**src/rtl/ram_exp_pkg.sv**
```systemverilog
// Shared types and constants for the CPC 512K RAM expansion: cycle-FSM state
// encoding and the bank-select port decode values.
package ram_exp_pkg;

  typedef enum logic [2:0] {
    ST_IDLE  = 3'b000,
    ST_RD    = 3'b001,
    ST_WR_T1 = 3'b010,
    ST_WR_T2 = 3'b011,
    ST_END   = 3'b100
  } cyc_state_t;

  // Bank-select writes go to 0x7Fxx with data 0b11cccbbb.
  localparam logic [1:0] CFG_TAG      = 2'b11;
  localparam logic       CFG_PORT_A15 = 1'b0;

  // True between memory cycles, the only place a new bank config may land.
  function automatic logic is_gap(cyc_state_t s);
    return (s == ST_IDLE) || (s == ST_END);
  endfunction

  function automatic logic is_write(cyc_state_t s);
    return (s == ST_WR_T1) || (s == ST_WR_T2);
  endfunction

endpackage

```
**src/rtl/ram_cycle_ctrl_if.sv**
```systemverilog
// CPC expansion-port bus as seen by the RAM cycle controller: Z80 controls,
// address/data in, SRAM strobes and bank config out.
interface ram_cycle_ctrl_if;
  logic       mreq_b;
  logic       iorq_b;
  logic       rfsh_b;
  logic       rd_b;
  logic       wr_b;
  logic       ready;
  logic       adr15;
  logic       adr14;
  logic [7:0] data;

  logic [5:0] ramblock;
  logic       cfg_pending;
  logic       mwr_cyc;
  logic       ramoe_b;
  logic       ramwe_b;
  logic       wait_timeout;

  // master drives the Z80 side of the bus; slave is the cycle controller.
  modport master (
    output mreq_b, iorq_b, rfsh_b, rd_b, wr_b, ready, adr15, adr14, data,
    input  ramblock, cfg_pending, mwr_cyc, ramoe_b, ramwe_b, wait_timeout
  );

  modport slave (
    input  mreq_b, iorq_b, rfsh_b, rd_b, wr_b, ready, adr15, adr14, data,
    output ramblock, cfg_pending, mwr_cyc, ramoe_b, ramwe_b, wait_timeout
  );
endinterface

```
**src/rtl/ram_cfg_capture.sv**
```systemverilog
// Bank-select capture: detects the I/O write to 0x7Fxx, holds the value as
// pending, and commits it to ramblock only when the cycle FSM allows.
module ram_cfg_capture
  import ram_exp_pkg::*;
(
  input  logic       clk,
  input  logic       reset,
  input  logic       iorq_b,
  input  logic       wr_b,
  input  logic       adr15,
  input  logic [7:0] data,
  input  logic       commit_ok,
  output logic [5:0] ramblock,
  output logic       cfg_pending
);

  logic       iorq_b_q;
  logic [5:0] pend_q;
  logic [5:0] ramblock_q;
  logic       pending_q;
  logic       cfg_hit;
  logic       commit;

  assign cfg_hit = !iorq_b && iorq_b_q && !wr_b
                   && (adr15 == CFG_PORT_A15) && (data[7:6] == CFG_TAG);
  assign commit  = pending_q && commit_ok;

  always_ff @(posedge clk) begin
    if (reset) begin
      iorq_b_q   <= 1'b1;
      pend_q     <= '0;
      pending_q  <= 1'b0;
      ramblock_q <= '0;
    end else begin
      iorq_b_q <= iorq_b;
      // NOTE: non-blocking assignment lets a commit read the old pend_q on the
      // same edge a new capture overwrites it, so neither value is lost.
      if (commit)
        ramblock_q <= pend_q;
      if (cfg_hit) begin
        pend_q    <= data[5:0];
        pending_q <= 1'b1;
      end else if (commit) begin
        pending_q <= 1'b0;
      end
    end
  end

  assign ramblock    = ramblock_q;
  assign cfg_pending = pending_q;

endmodule

```
**src/rtl/ram_cycle_ctrl.sv**
```systemverilog
// Z80 memory-cycle sequencer for the CPC 512K RAM expansion: tracks each
// memory cycle, drives SRAM strobes and the write window, gates bank commits.
module ram_cycle_ctrl
  import ram_exp_pkg::*;
#(
  parameter int WAIT_LIMIT = 15,
  parameter int CNT_W      = 4
) (
  input  logic             clk,
  input  logic             reset,
  ram_cycle_ctrl_if.slave  bus
);

  cyc_state_t       state;
  cyc_state_t       nxt;
  logic             mreq_b_q;
  logic [CNT_W-1:0] wait_cnt;
  logic             start;
  logic             wait_expired;
  logic             commit_ok;
  logic             ramoe_q;
  logic             ramwe_q;
  logic             mwr_q;
  logic             timeout_q;
  logic             unused_adr14;

  assign unused_adr14 = bus.adr14;

  // Falling edge of MREQ outside refresh opens a new memory cycle.
  assign start        = !bus.mreq_b && mreq_b_q && bus.rfsh_b;
  assign wait_expired = !bus.ready && (wait_cnt == CNT_W'(WAIT_LIMIT));
  assign commit_ok    = is_gap(state) && !start;

  always_comb begin
    // NOTE: default first, so every path assigns nxt and no latch is inferred.
    nxt = state;
    unique case (state)
      ST_IDLE, ST_END: begin
        if (start)
          nxt = bus.rd_b ? ST_WR_T1 : ST_RD;
        else
          nxt = ST_IDLE;
      end
      ST_RD: begin
        if (bus.mreq_b)
          nxt = ST_END;
      end
      ST_WR_T1: begin
        if (bus.ready)
          nxt = ST_WR_T2;
        else if (wait_expired)
          nxt = ST_END;
      end
      ST_WR_T2: nxt = ST_END;
      default:  nxt = ST_IDLE;
    endcase
  end

  // Strobes are registered from the next state, so they track the state
  // register exactly and carry no combinational path from the bus.
  always_ff @(posedge clk) begin
    if (reset) begin
      state     <= ST_IDLE;
      mreq_b_q  <= 1'b1;
      wait_cnt  <= '0;
      ramoe_q   <= 1'b1;
      ramwe_q   <= 1'b1;
      mwr_q     <= 1'b0;
      timeout_q <= 1'b0;
    end else begin
      state    <= nxt;
      mreq_b_q <= bus.mreq_b;
      ramoe_q  <= (nxt != ST_RD);
      ramwe_q  <= !is_write(nxt);
      mwr_q    <= is_write(nxt);

      if (nxt == ST_WR_T1 && state != ST_WR_T1)
        wait_cnt <= '0;
      else if (state == ST_WR_T1 && !bus.ready && wait_cnt != CNT_W'(WAIT_LIMIT))
        wait_cnt <= wait_cnt + CNT_W'(1);

      if (state == ST_WR_T1 && wait_expired)
        timeout_q <= 1'b1;
    end
  end

  ram_cfg_capture u_cfg (
    .clk         (clk),
    .reset       (reset),
    .iorq_b      (bus.iorq_b),
    .wr_b        (bus.wr_b),
    .adr15       (bus.adr15),
    .data        (bus.data),
    .commit_ok   (commit_ok),
    .ramblock    (bus.ramblock),
    .cfg_pending (bus.cfg_pending)
  );

  assign bus.ramoe_b      = ramoe_q;
  assign bus.ramwe_b      = ramwe_q;
  assign bus.mwr_cyc      = mwr_q;
  assign bus.wait_timeout = timeout_q;

endmodule

```
**src/flat_wrapper.sv**
```systemverilog
// flat-port wrapper written by rule: the top's interface ports become plain ports
module ram_cycle_ctrl_flat import ram_exp_pkg::*;
#(
  parameter int WAIT_LIMIT = 15,
  parameter int CNT_W      = 4
)
  (clk, reset, bus_mreq_b, bus_iorq_b, bus_rfsh_b, bus_rd_b, bus_wr_b, bus_ready, bus_adr15, bus_adr14, bus_data, bus_ramblock, bus_cfg_pending, bus_mwr_cyc, bus_ramoe_b, bus_ramwe_b, bus_wait_timeout);
  ram_cycle_ctrl_if bus_i ();
  input  logic clk;
  input  logic reset;
  input wire logic [$bits(bus_i.mreq_b)-1:0] bus_mreq_b;
  input wire logic [$bits(bus_i.iorq_b)-1:0] bus_iorq_b;
  input wire logic [$bits(bus_i.rfsh_b)-1:0] bus_rfsh_b;
  input wire logic [$bits(bus_i.rd_b)-1:0] bus_rd_b;
  input wire logic [$bits(bus_i.wr_b)-1:0] bus_wr_b;
  input wire logic [$bits(bus_i.ready)-1:0] bus_ready;
  input wire logic [$bits(bus_i.adr15)-1:0] bus_adr15;
  input wire logic [$bits(bus_i.adr14)-1:0] bus_adr14;
  input wire logic [$bits(bus_i.data)-1:0] bus_data;
  output wire logic [$bits(bus_i.ramblock)-1:0] bus_ramblock;
  output wire logic [$bits(bus_i.cfg_pending)-1:0] bus_cfg_pending;
  output wire logic [$bits(bus_i.mwr_cyc)-1:0] bus_mwr_cyc;
  output wire logic [$bits(bus_i.ramoe_b)-1:0] bus_ramoe_b;
  output wire logic [$bits(bus_i.ramwe_b)-1:0] bus_ramwe_b;
  output wire logic [$bits(bus_i.wait_timeout)-1:0] bus_wait_timeout;
  assign bus_i.mreq_b = bus_mreq_b;
  assign bus_i.iorq_b = bus_iorq_b;
  assign bus_i.rfsh_b = bus_rfsh_b;
  assign bus_i.rd_b = bus_rd_b;
  assign bus_i.wr_b = bus_wr_b;
  assign bus_i.ready = bus_ready;
  assign bus_i.adr15 = bus_adr15;
  assign bus_i.adr14 = bus_adr14;
  assign bus_i.data = bus_data;
  assign bus_ramblock = bus_i.ramblock;
  assign bus_cfg_pending = bus_i.cfg_pending;
  assign bus_mwr_cyc = bus_i.mwr_cyc;
  assign bus_ramoe_b = bus_i.ramoe_b;
  assign bus_ramwe_b = bus_i.ramwe_b;
  assign bus_wait_timeout = bus_i.wait_timeout;
  ram_cycle_ctrl #(.WAIT_LIMIT(WAIT_LIMIT), .CNT_W(CNT_W)) u_core (.clk(clk), .reset(reset), .bus(bus_i));
endmodule
```
**config.mk**
```make
export PLATFORM = sky130hd
export DESIGN_NAME = ram_cycle_ctrl_flat
export DESIGN_NICKNAME = d
export VERILOG_FILES = /design/src/rtl/ram_exp_pkg.sv /design/src/rtl/ram_cycle_ctrl_if.sv /design/src/rtl/ram_cfg_capture.sv /design/src/rtl/ram_cycle_ctrl.sv /design/src/flat_wrapper.sv
export SDC_FILE = /design/constraint.sdc
export NUM_CORES = 1
export LEC_CHECK = 0
export ABC_CLOCK_PERIOD_IN_PS = 1450
export CAP_MARGIN = 5
export CORE_MARGIN = 5
export CORE_UTILIZATION = 30
export DETAILED_ROUTE_END_ITERATION = 16
export SLEW_MARGIN = 20
export SYNTH_ARGS = -nofsm -noshare
export SYNTH_HDL_FRONTEND = slang
export SYNTH_HIERARCHICAL = 1
export SYNTH_SLANG_ARGS = --single-unit
```
**constraint.sdc**
```tcl
create_clock -name clk -period 1.45 [get_ports clk]
set_input_delay 0.29 -clock clk [delete_from_list [all_inputs] [get_ports clk]]
set_output_delay 0.29 -clock clk [all_outputs]
set_load 0.01 [all_outputs]
```
==> flow_summary.json, run 1 <==
{
  "drive_gt1_frac": 0.1895,
  "crit_path_max_fanout": 3,
  "initial_core_util": 0.3149,
  "synth_area_leaders": "dfxtp_1, nand2b_1, mux2i_1, a21oi_1, nand3_1",
  "grt_max_degree": 18,
  "holdCritStartpoint": "bus_mreq_b",
  "end_kind": "register",
  "numClockSinks": 26,
  "grt_use_total": 0.09578,
  "htreeDepth": 1,
  "coreArea_um2": 3390,
  "ys.flop_type": "dfxtp_1",
  "synth_edf_count": 0,
  "hold_viol": 0,
  "die_height_um": 69.65,
  "crit_path_start": "bus_ready",
  "skew_ps": 3.137,
  "fin_crit_ps": 1500,
  "synth_cell_types": 27,
  "rsz0062_at_grt": "yes",
  "drtIter0Drc": 39,
  "syn_inst": 115,
  "syn-cell-area_um2": 1067,
  "final_max_slew_viol_count": 0,
  "syn_to_final_growth_pct": 43.02,
  "setup-violations-final": 1,
  "worst_slack_ps": -50.13,
  "wl_um": 2391,
  "r2r_start": "u_core/state[0]$_SDFF_PP0_",
  "cap_viol_max_count": 0,
  "grt_pass1_vias": 900,
  "violations": "setup timing",
  "fin_nets": 173,
  "ir_worst_vdd_mv": 0.2762,
  "synthesis.nets": 134,
  "max_stage_delay_ps": 550,
  "stdcell_count": 199,
  "num_rows": 21,
  "power_density_nw_per_um2": 822.4,
  "post-route-drc-count": 0,
  "worst_pin_slew_ps": 370.3,
  "ys_ff_latch": 26,
  "clkTransAtPathRegs_ps": 140,
  "yosysWarnings": 6,
  "antenna_cells": 0,
  "cts_tree": "built",
  "syn_avg_cell_area_um2": 9.281,
  "nFillCells": 352,
  "critPathSlowestCell": "clkdlybuf4s50_1",
  "cts_root_buf": "clkbuf_4",
  "worstSetupPathType": "primary input to register",
  "synth_top_area_cell": "dfxtp_1",
  "final_common_cell": "dfxtp_1",
  "port-buffer-count": 27,
  "grt_remaining_overflow": 0,
  "cts_buffers": 3,
  "max_freq_ghz": 0.6666,
  "hp-class": "primary input to register",
  "relSlewSlack": 0.7521,
  "place_congestion": 0.8466,
  "clk_latency_ps": 320,
  "dp_hpwl_um": 1816,
  "post-route-period-util": 1.035,
  "crit_chain": "clkdlybuf4s50_1 > and3b_1 > a21oi_1 > o22a_1 > or4b_1",
  "antenna_found_initial": 0,
  "die_area_um2": 4850,
  "dr_total_vias": 902,
  "crit_required_ps": 1670,
  "design_area_um2": 1526,
  "synth_top_area_frac": 0.4877,
  "fp.dieW_um": 69.65,
  "grt_pass1_wl_um": 3864,
  "outcome": "finished, violations left",
  "dp_cells": 193,
  "critPathArrivalTime_ps": 1720,
  "viasPerCell": 4.533,
  "synth-async-reset-ratio": 0,
  "ios": 29,
  "first_pass_iters": 4,
  "place_area_um2": 1468,
  "cts.path.max_buffers": 2,
  "final_cell_mix": "dfxtp_1, clkdlybuf4s50_1, nand2b_1",
  "cp-start-kind": "primary input",
  "ant_nets": 0,
  "p_leak_nw": 0.6006,
  "wl_per_cell_um": 12.02,
  "seq_area_frac_synth": 0.4877
}
==> critical path: cells and delay by family <==
kind,cells,cell delay [ps]
AO/OA/AOI/OAI,2,240
buffers and inverters,1,550
AND/OR/NAND/NOR,2,640
==> final cells by class <==
class	instances	area [µm²]	share of cell area
multi-input cells	82	550.5	0.3607
well taps	46	57.56	0.03771
clock buffers	4	36.28	0.02377
inverters	1	3.754	0.002459
flip-flops and latches	26	525.5	0.3443
repair buffers	40	352.8	0.2311
==> routing by layer <==
metal	share of wire	track usage	vias up
met5	0	0	-
met4	0.0025	0.02553	0
met3	0.046	0.02464	2
met2	0.49	0.1684	21
met1	0.46	0.1151	415
li1	-	-	464
==> synth_stat cells (2+ instances only) <==
library cell   n
xor2_1         2
a21oi_1       11
dfxtp_1       26
nand2b_1      14
or2_2          3
mux2i_1        6
nand2_1       11
nor3_1         2
and3b_1        2
nor2_1         8
clkbuf_1       5
nand3_1       10
==> through the flow <==
| stage | power [mW] | hold WS, ps | util | TNS (ps) | worst slack [ps] |
|---|---|---|---|---|---|
| 3_3_place_gp | 0.8980 | 437.2 | 0.4330 | -4195 | -377.1 |
| 3_5_place_dp | 0.9020 | 446.6 | 0.4330 | -5109 | -426.4 |
| 6_report | 1.255 | 382.2 | 0.4504 | -50.13 | -50.13 |
| 2_1_floorplan | 0.8114 | 396.6 | - | 0 | 30.40 |
| 4_1_cts | 1.267 | 373.4 | 0.4441 | -4.522 | -4.522 |
| 5_1_grt | 1.306 | 412.6 | 0.4504 | -98.28 | -98.28 |
==> state kept, by name, indices dropped and copies added, names as in the netlist <==
name and flops:
u_core/mreq_b_q 1, u_core/wait_cnt 4, u_core/bus.ramoe_b 1, u_core/u_cfg/iorq_b_q 1, u_core/u_cfg/cfg_pending 1, u_core/bus.mwr_cyc 1
u_core/u_cfg/ramblock 6, u_core/u_cfg/pend_q 6, u_core/bus.ramwe_b 1, u_core/bus.wait_timeout 1, u_core/state 3
==> cell families (layout without fill, tap and decap cells) <==
group,after synthesis,count (layout),share of synthesized area
adders and majority gates,1,1,0.01172
buffers and inverters,7,45,0.03165
xor gates and xnor gates,2,2,0.01642
DFF,26,26,0.4877
AOI/OAI and AO/OA,14,14,0.07620
and+or+nand+nor,59,59,0.3201
muxes,6,6,0.05627
==> power breakdown <==
group | total (mW) | switching (mW) | internal, mW
Sequential | 0.737 | 0.0104 | 0.726
Clock | 0.372 | 0.218 | 0.153
Combinational | 0.147 | 0.0556 | 0.0913
==> path summary, 6_finish.rpt <==
kind                            cells after the start                                    end  slack [ps]
worst max-delay path                                5          u_core/bus.ramoe_b$_SDFF_PP1_         -50
worst min register to register                      2  u_core/u_cfg/ramblock[2]$_SDFFE_PP0P_         460
worst max register to register                      4          u_core/bus.ramoe_b$_SDFF_PP1_         -30
worst min-delay path                                3             u_core/mreq_b_q$_SDFF_PP1_         380
==> timing repair <==
item / in CTS / in global routing
cloned: 0 / 0
buffers inserted: 1 / 1
gates resized for setup: 14 / 3
pin swaps: 5 / 3
endpoints found under the setup margin: 12 / 7
hold buffers: 0 / 0
Power figures use the tool's default switching activity.
==> inputs of run 2 (changes only) <==
- DONT_BUFFER_PORTS: unset -> 1
==> run 2 against run 1 <==
The flow still finishes with violations (setup timing). Non-clock buffer count fell by 29. Via count decreased by 11%. Flip-flop and latch count unchanged. First-iteration DRC count down 38%. Worst setup slack got worse by 17 ps. Critical endpoint unchanged. Highest routed layer unchanged.
==> flow_summary.json, run 2 (synthesized netlist as in run 1, its figures left out) <==
{
  "grt_use_total": 0.09096,
  "antenna_cells": 0,
  "port-buffer-count": 0,
  "cts_buffers": 3,
  "wl_um": 2296,
  "stdcell_count": 170,
  "cts_tree": "built",
  "max_freq_ghz": 0.6593,
  "dp_slack_ps": -11.84,
  "critPathArrivalTime_ps": 1720,
  "fin_nets": 144,
  "clkTransAtPathRegs_ps": 130,
  "post-route-period-util": 1.046,
  "crit_path_max_fanout": 7,
  "place_area_um2": 1152,
  "setup-violations-final": 1,
  "cp-start-kind": "register",
  "first_pass_iters": 4,
  "crit_required_ps": 1650,
  "wl_per_cell_um": 13.51,
  "fin_crit_ps": 1517,
  "end_kind": "register",
  "hold_viol": 0,
  "p_int_mw": 1.053,
  "nFillCells": 338,
  "viasPerCell": 4.706,
  "final_max_slew_viol_count": 0,
  "hp-class": "primary input to register",
  "utilization": 0.3765,
  "grt_pass1_wl_um": 3657,
  "initial_core_util": 0.3149,
  "antenna_found_initial": 0,
  "syn_to_final_growth_pct": 19.58,
  "cts.path.max_buffers": 2,
  "final_cell_mix": "dfxtp_1, nand2b_1, nand2_1, a21oi_1, nand3_1",
  "clockPowerShare": 0.372,
  "post-route-drc-count": 0,
  "drive_gt1_frac": 0.1694,
  "worst_slack_ps": -66.68,
  "fp.dieW_um": 69.65,
  "numClockSinks": 26,
  "power.net_switching_mw": 0.2579,
  "outcome": "finished, violations left",
  "skew_ps": 5.548,
  "rsz0062_at_grt": "yes",
  "p_total_mw": 1.311,
  "die_height_um": 69.65,
  "seqCellArea_um2": 523.0,
  "power_density_nw_per_um2": 1027,
  "ios": 29,
  "coreArea_um2": 3390,
  "grt_remaining_overflow": 0,
  "clk_latency_ps": 320,
  "relSlewSlack": 0.7511,
  "grt_pass1_vias": 800,
  "multi_input_area_um2": 546.8,
  "cts_root_buf": "clkbuf_4",
  "dr_total_vias": 800,
  "drtIter0Drc": 24,
  "grt_max_degree": 28,
  "htreeDepth": 1,
  "worstSetupPathType": "register to register",
  "violations": "setup timing",
  "num_rows": 21,
  "power_frac_seq": 0.565,
  "pwr-share-comb": 0.063,
  "p_sw_frac": 0.1967,
  "final_common_cell": "dfxtp_1",
  "dp_cells": 160,
  "die_area_um2": 4850,
  "dp_hpwl_um": 1585,
  "p_leak_nw": 0.4529,
  "ir_worst_vdd_mv": 0.4163,
  "worst_pin_slew_ps": 371.8,
  "ant_nets": 0,
  "cap_viol_max_count": 0,
  "place_congestion": 0.7825,
  "design_area_um2": 1276
}
==> run 2: cell types whose count changed in the layout (fill, tap and decap cells not counted), sizes merged <==
cell / before / now
clkbuf: 4 / 3
dlygate4sd2: 12 / 0
clkdlybuf4s50: 15 / 0
buf: 13 / 7
dlygate4sd3: 0 / 4
bufinv: 0 / 1
==> run 2: path summary, 6_finish.rpt <==
path | endpoint | cells after the start | from | slack (ps)
worst min register to register | u_core/u_cfg/ramblock[2]$_SDFFE_PP0P_ | 2 | u_core/u_cfg/pend_q[2]$_SDFFE_PP0P_ | 480
worst max-delay path | u_core/bus.ramoe_b$_SDFF_PP1_ | 4 | u_core/state[0]$_SDFF_PP0_ | -70
worst max register to register | u_core/bus.ramoe_b$_SDFF_PP1_ | 4 | u_core/state[0]$_SDFF_PP0_ | -70
worst min-delay path | u_core/state[0]$_SDFF_PP0_ | 1 | reset | 30
==> run 2: cell type report <==
class / count / area share
Sequential cell: 26 / 0.4098
Clock inverter: 1 / 0.02353
Multi-Input combinational cell: 82 / 0.4284
Clock buffer: 3 / 0.01765
Tap cell: 46 / 0.04510
Inverter: 1 / 0.002941
Timing Repair Buffer: 11 / 0.07255
==> run 2: critical path, cell delays in order, from the launching register on <==
cell and delay, ps:
dfxtp_1 410, and3b_1 240, a21oi_1 40, o22a_1 200, or4b_1 500
==> run 2: power by group through the flow <==
stage	Clock, mW	Combinational (mW)	Sequential [mW]
floorplan	0	0.0588	0.753
global placement	0	0.0665	0.755
detailed placement	0	0.0669	0.756
CTS	0.515	0.0708	0.740
global route	0.546	0.0914	0.743
finish	0.488	0.0824	0.741
==> run 2: stage by stage <==
stage | hold slack [ps] | setup TNS [ps]
2_1_floorplan | 396.6 | 0
3_3_place_gp | 361.8 | 0
3_5_place_dp | 364.0 | -11.84
4_1_cts | 1.103 | -44.73
5_1_grt | 1.984 | -128.2
6_report | 28.36 | -66.68
==> run 2: repair_timing <==
action,4_1_cts,5_1_grt
hold buffers,1,3
gates resized for setup,1,1
setup endpoints to repair,1,6
pin swaps,1,0
setup buffers,1,1
endpoints found under the hold margin,3,5
==> run 2: metal layers <==
layer / wire [µm] / part of all wire / up-vias / GRT usage
li1: - / - / 405 / -
met1: 1005 / 0.44 / 373 / 0.08972
met2: 1108 / 0.48 / 20 / 0.1695
met3: 169 / 0.074 / 2 / 0.04638
met4: 13 / 0.0057 / 0 / 0.01915
met5: 0 / 0 / - / 0
==> inputs of run 3 (changes only) <==
- CTS_CLUSTER_DIAMETER: unset -> 40
- SLEW_MARGIN: 20 -> 10
==> results of run 3 <==
Final layout, timing and power as in run 2 (identical DEF).
